### config.mk
export PLATFORM = sky130hd
export DESIGN_NAME = prio_arbiter
export DESIGN_NICKNAME = d
export VERILOG_FILES = /design/src/rtl/prio_arbiter.sv
export SDC_FILE = /design/constraint.sdc
export NUM_CORES = 1
export LEC_CHECK = 0
export BUFFER_PORTS_ARGS = -buffer_cell sky130_fd_sc_hd__buf_2
export CORE_AREA = 3 3 40 42
export CTS_CLUSTER_SIZE = 28
export DETAILED_ROUTE_END_ITERATION = 10
export DIE_AREA = 0 0 43 45
export GPL_TIMING_DRIVEN = 0
export SLEW_MARGIN = 20
export SYNTH_ARGS = -nofsm -noshare
export SYNTH_HDL_FRONTEND = slang
export SYNTH_SLANG_ARGS = --single-unit
export TNS_END_PERCENT = 1
### constraint.sdc
create_clock -name clk -period 1.16 [get_ports clk]
set_input_delay 0.232 -clock clk [delete_from_list [all_inputs] [get_ports clk]]
set_output_delay 0.232 -clock clk [all_outputs]
set_load 0.02 [all_outputs]
### src/rtl/prio_arbiter.sv
// Single-grant arbiter: fixed-priority (MODE=0, highest index wins) or round-robin (MODE=1).
// A grant is held until the owner drops its request or pulses done; one IDLE cycle follows every release.
module prio_arbiter #(
  parameter  int N    = 4,
  parameter  int MODE = 0,
  localparam int IW   = $clog2(N)
) (
  input  logic          clk,
  input  logic          rst,
  input  logic [N-1:0]  req,
  input  logic          done,
  output logic          gnt_valid,
  output logic [IW-1:0] gnt_idx,
  output logic [N-1:0]  gnt_onehot
);

  typedef enum logic {IDLE = 1'b0, BUSY = 1'b1} state_e;

  state_e        state_q, state_d;
  logic [IW-1:0] ptr_q, ptr_d;
  logic          gnt_valid_q, gnt_valid_d;
  logic [IW-1:0] gnt_idx_q, gnt_idx_d;
  logic [N-1:0]  gnt_onehot_q, gnt_onehot_d;

  logic [IW-1:0] win_fp, win_any, win_hi, winner;
  logic          hi_found;
  logic          grant, release_own;

  // Round-robin: lowest set bit at or above ptr, else lowest set bit overall (the wrap).
  always_comb begin
    win_fp   = '0;
    win_any  = '0;
    win_hi   = '0;
    hi_found = 1'b0;
    for (int i = 0; i < N; i++) begin
      if (req[i]) win_fp = IW'(i);
    end
    for (int i = N - 1; i >= 0; i--) begin
      if (req[i]) win_any = IW'(i);
      if (req[i] && i >= int'(ptr_q)) begin
        win_hi   = IW'(i);
        hi_found = 1'b1;
      end
    end
    winner = (MODE == 1) ? (hi_found ? win_hi : win_any) : win_fp;
  end

  assign grant       = (state_q == IDLE) && (|req);
  assign release_own = (state_q == BUSY) && (done || !req[gnt_idx_q]);

  always_ff @(posedge clk) begin
    if (rst) begin
      state_q      <= IDLE;
      ptr_q        <= '0;
      gnt_valid_q  <= 1'b0;
      gnt_idx_q    <= '0;
      gnt_onehot_q <= '0;
    end else begin
      state_q      <= state_d;
      ptr_q        <= ptr_d;
      gnt_valid_q  <= gnt_valid_d;
      gnt_idx_q    <= gnt_idx_d;
      gnt_onehot_q <= gnt_onehot_d;
    end
  end

  always_comb begin
    state_d = state_q;
    case (state_q)
      IDLE:    if (grant) state_d = BUSY;
      BUSY:    if (release_own) state_d = IDLE;
      default: state_d = IDLE;
    endcase
  end

  always_comb begin
    ptr_d        = ptr_q;
    gnt_valid_d  = gnt_valid_q;
    gnt_idx_d    = gnt_idx_q;
    gnt_onehot_d = gnt_onehot_q;
    if (grant) begin
      gnt_valid_d  = 1'b1;
      gnt_idx_d    = winner;
      gnt_onehot_d = N'(1) << winner;
      if (MODE == 1) ptr_d = (winner == IW'(N - 1)) ? '0 : winner + 1'b1;
    end else if (release_own) begin
      // gnt_idx keeps the last owner after release
      gnt_valid_d  = 1'b0;
      gnt_onehot_d = '0;
    end
  end

  assign gnt_valid  = gnt_valid_q;
  assign gnt_idx    = gnt_idx_q;
  assign gnt_onehot = gnt_onehot_q;

endmodule

======== Word-level counts from Yosys, hierarchy flattened ========
Index checks and enable logic that the tools add are counted.
storage, ports and cells
  bits in registers ....................... 8
  word-level logic and storage cells ...... 25
operators by class
  magnitude comparators ................... 1
  reduce and logical (&&, ||, !) cells .... 6
  bitwise gates (word level) .............. 1
  mux-type cells .......................... 12
  shift operators ......................... 1
operators by type and width
  cell                   count
  $mux W4                2
  $mux W1                6
  $mux W2                2
  $reduce_or A4 Y1       1
  $shl A1 B2 Y4 const A  1
  $lt A2 B3 Y1 const B   1
  $bmux W1 S2            1
  $logic_and A1 B1 Y1    2
  $pmux W1 S2            1
  $reduce_bool A2 Y1     1
  $logic_not A1 Y1       1
  $logic_or A1 B1 Y1     1
  $not A1 Y1             1

======== Longest topological paths before layout ========
  depth in word-level cells ............... 7
  mapped depth ............................ 4
  gate-level depth less buffers ........... 3

======== Least setup slack after synthesis ========
OpenSTA, ideal clock, no wires.
  path kind ............................... reg2reg
  start point ............................. register gnt_idx_q[0], in the netlist gnt_idx[0]
  end point ............................... register gnt_onehot_q[1], in the netlist gnt_onehot[1]
  buffers on the path ..................... 0
  cell stages (with the launch flop) ...... 4
  required time ........................... 1.028 ns
  setup time .............................. 0.132 ns
  arrival time ............................ 1.191 ns
  setup slack ............................. -0.163 ns
  cells stage by stage .................... dfxtp_1 mux2_2 a2bb2oi_2 o22ai_1
on the way
  word-level cells in the longest chain between the ends .. 6
ends and longest elaborated chain
  item                                 RTL line  RTL
  from (decl)                          22        logic [IW-1:0] gnt_idx_q, gnt_idx_d;
  from (signal assigned)               62        gnt_idx_q <= gnt_idx_d;
  $bmux W1 S2                          49        assign release_own = (state_q == BUSY) && (done || !req[gnt_idx_q]);
  $mux W1 (implied by the code)        49
  $logic_not A1 Y1                     49
  $logic_or A1 B1 Y1                   49
  $logic_and A1 B1 Y1                  49
  $reduce_bool A2 Y1 (no source line)  -
  to (signal assigned)                 63        gnt_onehot_q <= gnt_onehot_d;
  to (decl)                            23        logic [N-1:0] gnt_onehot_q, gnt_onehot_d;
Every way passes these cells. The select of a mux whose other input is x is not followed.
A chain may end at the register's enable or synchronous reset.

======== Final worst setup path ========
  start point ............................. register gnt_idx_q[0], in the netlist gnt_idx[0]
  end point ............................... register gnt_onehot_q[0], in the netlist gnt_onehot[0]
The elaborated chain is that of the path after synthesis.

==> impl_metrics.toml <==
[sta]
tightest_slew_ps = 465.0
setup_viol = 0
fin_tns_setup_ps = 0
post-route-period-util_pct = 97.96
fin_worst_skew_ps = 4.968
min_period_ps = 1136
rsz0062_at_grt = "true"
timing.hold.ws_ps = 267.9
fmax_mhz = 880.0
hold_viol = 0
slew_violations = 0
slew_headroom_pct = 69.00

[detailed_routing]
dr.pass1.iters = 1
drc_errors = 0
vias = 380
wl_per_cell_um = 12.09
drtIter0Drc = 0
drt.antenna.violating_nets = 0
routed_via_density = 5.000
drt-total-wl_um = 919

[finish]
fin_nets = 69
layout-drive-gt1-share_pct = 44.26
area_delta_synth_final_pct = 38.53
nFillCells = 129
final_util_pct = 44.11
diodes = 0
postLayoutCellArea_um2 = 566.8

[worst_setup_path]
path_max_fanout = 6
end_kind = "flop"
startpoint_type = "flop"
worstPathArrival_ps = 1260
cp_data_required_time_ps = 1280
crit_chain = "mux2_4 > a2bb2oi_4 > a211oi_1"
critPathKind = "flop to flop"
critPathBufInv = 0
max_stage_delay_ps = 370
path_delay_family = "flip-flops"
cp_slowest_cell = "dfxtp_4"

[clocking]
insertion_delay_ps = 250
cts_tree = "built"
clockBufferDepth = 2
ctsHoldBuffers = 0
cts.sinks = 8
cts-htree-levels = 1
cts_root_buffer = "clkbuf_4"
clkTransAtPathRegs_ps = 60
numCtsBuffers = 3

[die]
rows = 13
die_height_um = 45
ioPinCount = 14
dieArea_mm2 = 0.001935
core-area_mm2 = 0.001285
start_util_pct = 31.84
fp.dieW_um = 43

[synth]
ys_warn_count = 0
ys_ff_latch = 8
synth-seq-area-share_pct = 39.14
ys_types = 26
synthCells = 44
syn-num-nets = 51
synth_area_um2 = 409.1
synth_area_per_cell_um2 = 9.299

[grt]
grt_pass1_wl_mm = 1.428
gr-usage-met2_pct = 14.67
grt_max_degree = 11
use_met1_pct = 12.11
grt_pass1_vias = 357
grtUsageMet3_pct = 2.789
grt-busiest-layer = "met2"
antenna_found_initial = 0
gr-total-overflow = 0
grt_usage_pct = 10.09

[power]
p_leak_nw = 0.2265
power-per-cell-area_mw_per_mm2 = 1247
design_power_total_w = 0.0007067
ir_worst_vdd_v = 0.0005728

[worst_hold_path]
hold_path.class = "primary input to flop"

[place]
placed_area_um2 = 508.0
portBuffers = 13
hpwl_um = 630.5
place_congestion = 0.7019

[flow_run]
maxCapViolations = 0

[outcome]
status = "finished clean"
report_power, final:
group	total, W	internal [W]	switching [W]
combinational	0.000163	0.0000735	0.0000893
sequential	0.000310	0.000295	0.0000157
clock	0.000234	0.000132	0.000102
layout by cell type (no fill, tap or decap), drive strengths merged:
cell	n
nand3b	1
nand2	1
inv	5
clkbuf	5
dfxtp	8
o21bai	1
a221oi	1
nor2b	1
nand2b	2
nor3b	1
o22ai	1
nor3	1
nor4	1
buf	14
o32ai	2
a2bb2oi	1
o21ai	2
a21oi	3
or2	1
or3	1
mux2	1
a31oi	2
a2111oi	1
nor2	1
a211oi	2
mux2i	1
final timing paths:
| check | end | from | depth (start not counted) | slack, ps |
|---|---|---|---|---|
| worst min register to register | gnt_valid$_SDFFE_PP0P_ | gnt_valid$_SDFFE_PP0P_ | 2 | 470 |
| worst max-delay path | gnt_onehot[0]$_SDFFE_PP0P_ | gnt_idx[0]$_SDFFE_PP0P_ | 3 | 20 |
| worst max register to register | gnt_onehot[0]$_SDFFE_PP0P_ | gnt_idx[0]$_SDFFE_PP0P_ | 3 | 20 |
| worst min-delay path | gnt_onehot[2]$_SDFFE_PP0P_ | rst | 3 | 270 |
state kept, by name, indices dropped and copies added (netlist names):
register	cells
gnt_idx	2
gnt_onehot	4
gnt_valid	1
state_q	1
final cells by class:
| type | instances | area [µm²] | area share, % |
|---|---|---|---|
| flip-flops and latches | 8 | 163.9 | 28.92 |
| repair buffers | 13 | 65.06 | 11.48 |
| inverters | 5 | 18.77 | 3.311 |
| multi-input cells | 29 | 259.0 | 45.70 |
| clock buffers | 4 | 26.28 | 4.636 |
| well taps | 15 | 18.77 | 3.311 |
| plain buffers | 2 | 15.01 | 2.649 |
tightest hold or removal path: stages:
cell     delay [ps]
buf_2            80
or3_2           100
o32ai_2          50
routing by layer:
layer	vias up	share of wire (%)
met5	-	0
met4	0	0.87
met3	2	4.4
met2	8	44
met1	172	51
li1	198	-
per-stage QoR:
step,std cells,worst slack (ps)
global placement,72,-38.24
global route,76,-37.01
CTS,76,1.223
floorplan,44,8.142
finish,76,23.66
detailed placement,72,-31.16
Yosys cell counts (all sizes together):
| library cell | count | area [µm²] |
|---|---|---|
| buf | 1 | 5.000 |
| nor2 | 1 | 3.750 |
| nor3b | 1 | 12.51 |
| nor2b | 1 | 6.260 |
| nor4 | 1 | 12.51 |
| mux2i | 1 | 10.01 |
| a31oi | 2 | 12.51 |
| or2 | 1 | 6.260 |
| o21ai | 2 | 10.01 |
| o22ai | 1 | 6.260 |
| nand2b | 2 | 12.51 |
| nor3 | 1 | 5.000 |
| a211oi | 2 | 15.01 |
| nand3b | 1 | 7.510 |
| clkbuf | 1 | 3.750 |
| o32ai | 2 | 17.52 |
| mux2 | 1 | 11.26 |
| dfxtp | 8 | 160.2 |
| a221oi | 1 | 15.01 |
| a2111oi | 1 | 8.760 |
| o21bai | 1 | 7.510 |
| a21oi | 3 | 15.01 |
| nand2 | 1 | 3.750 |
| a2bb2oi | 1 | 15.01 |
| inv | 5 | 18.77 |
| or3 | 1 | 7.510 |
timing repair:
action | CTS | global route
pin swaps | 2 | 2
resized for setup | 3 | 4
setup endpoints to repair | 6 | 6
buffers inserted | 0 | 0
cells by family (layout without fill, tap and decap cells):
| kind of cell | Yosys count | count (layout) | synth area share [%] |
|---|---|---|---|
| flops | 8 | 8 | 39.14 |
| buf+inv | 7 | 24 | 6.726 |
| mux | 2 | 2 | 5.199 |
| compound gates | 16 | 16 | 29.97 |
| simple gates | 11 | 11 | 18.96 |
Note: power is estimated with default switching activity, not from simulation.
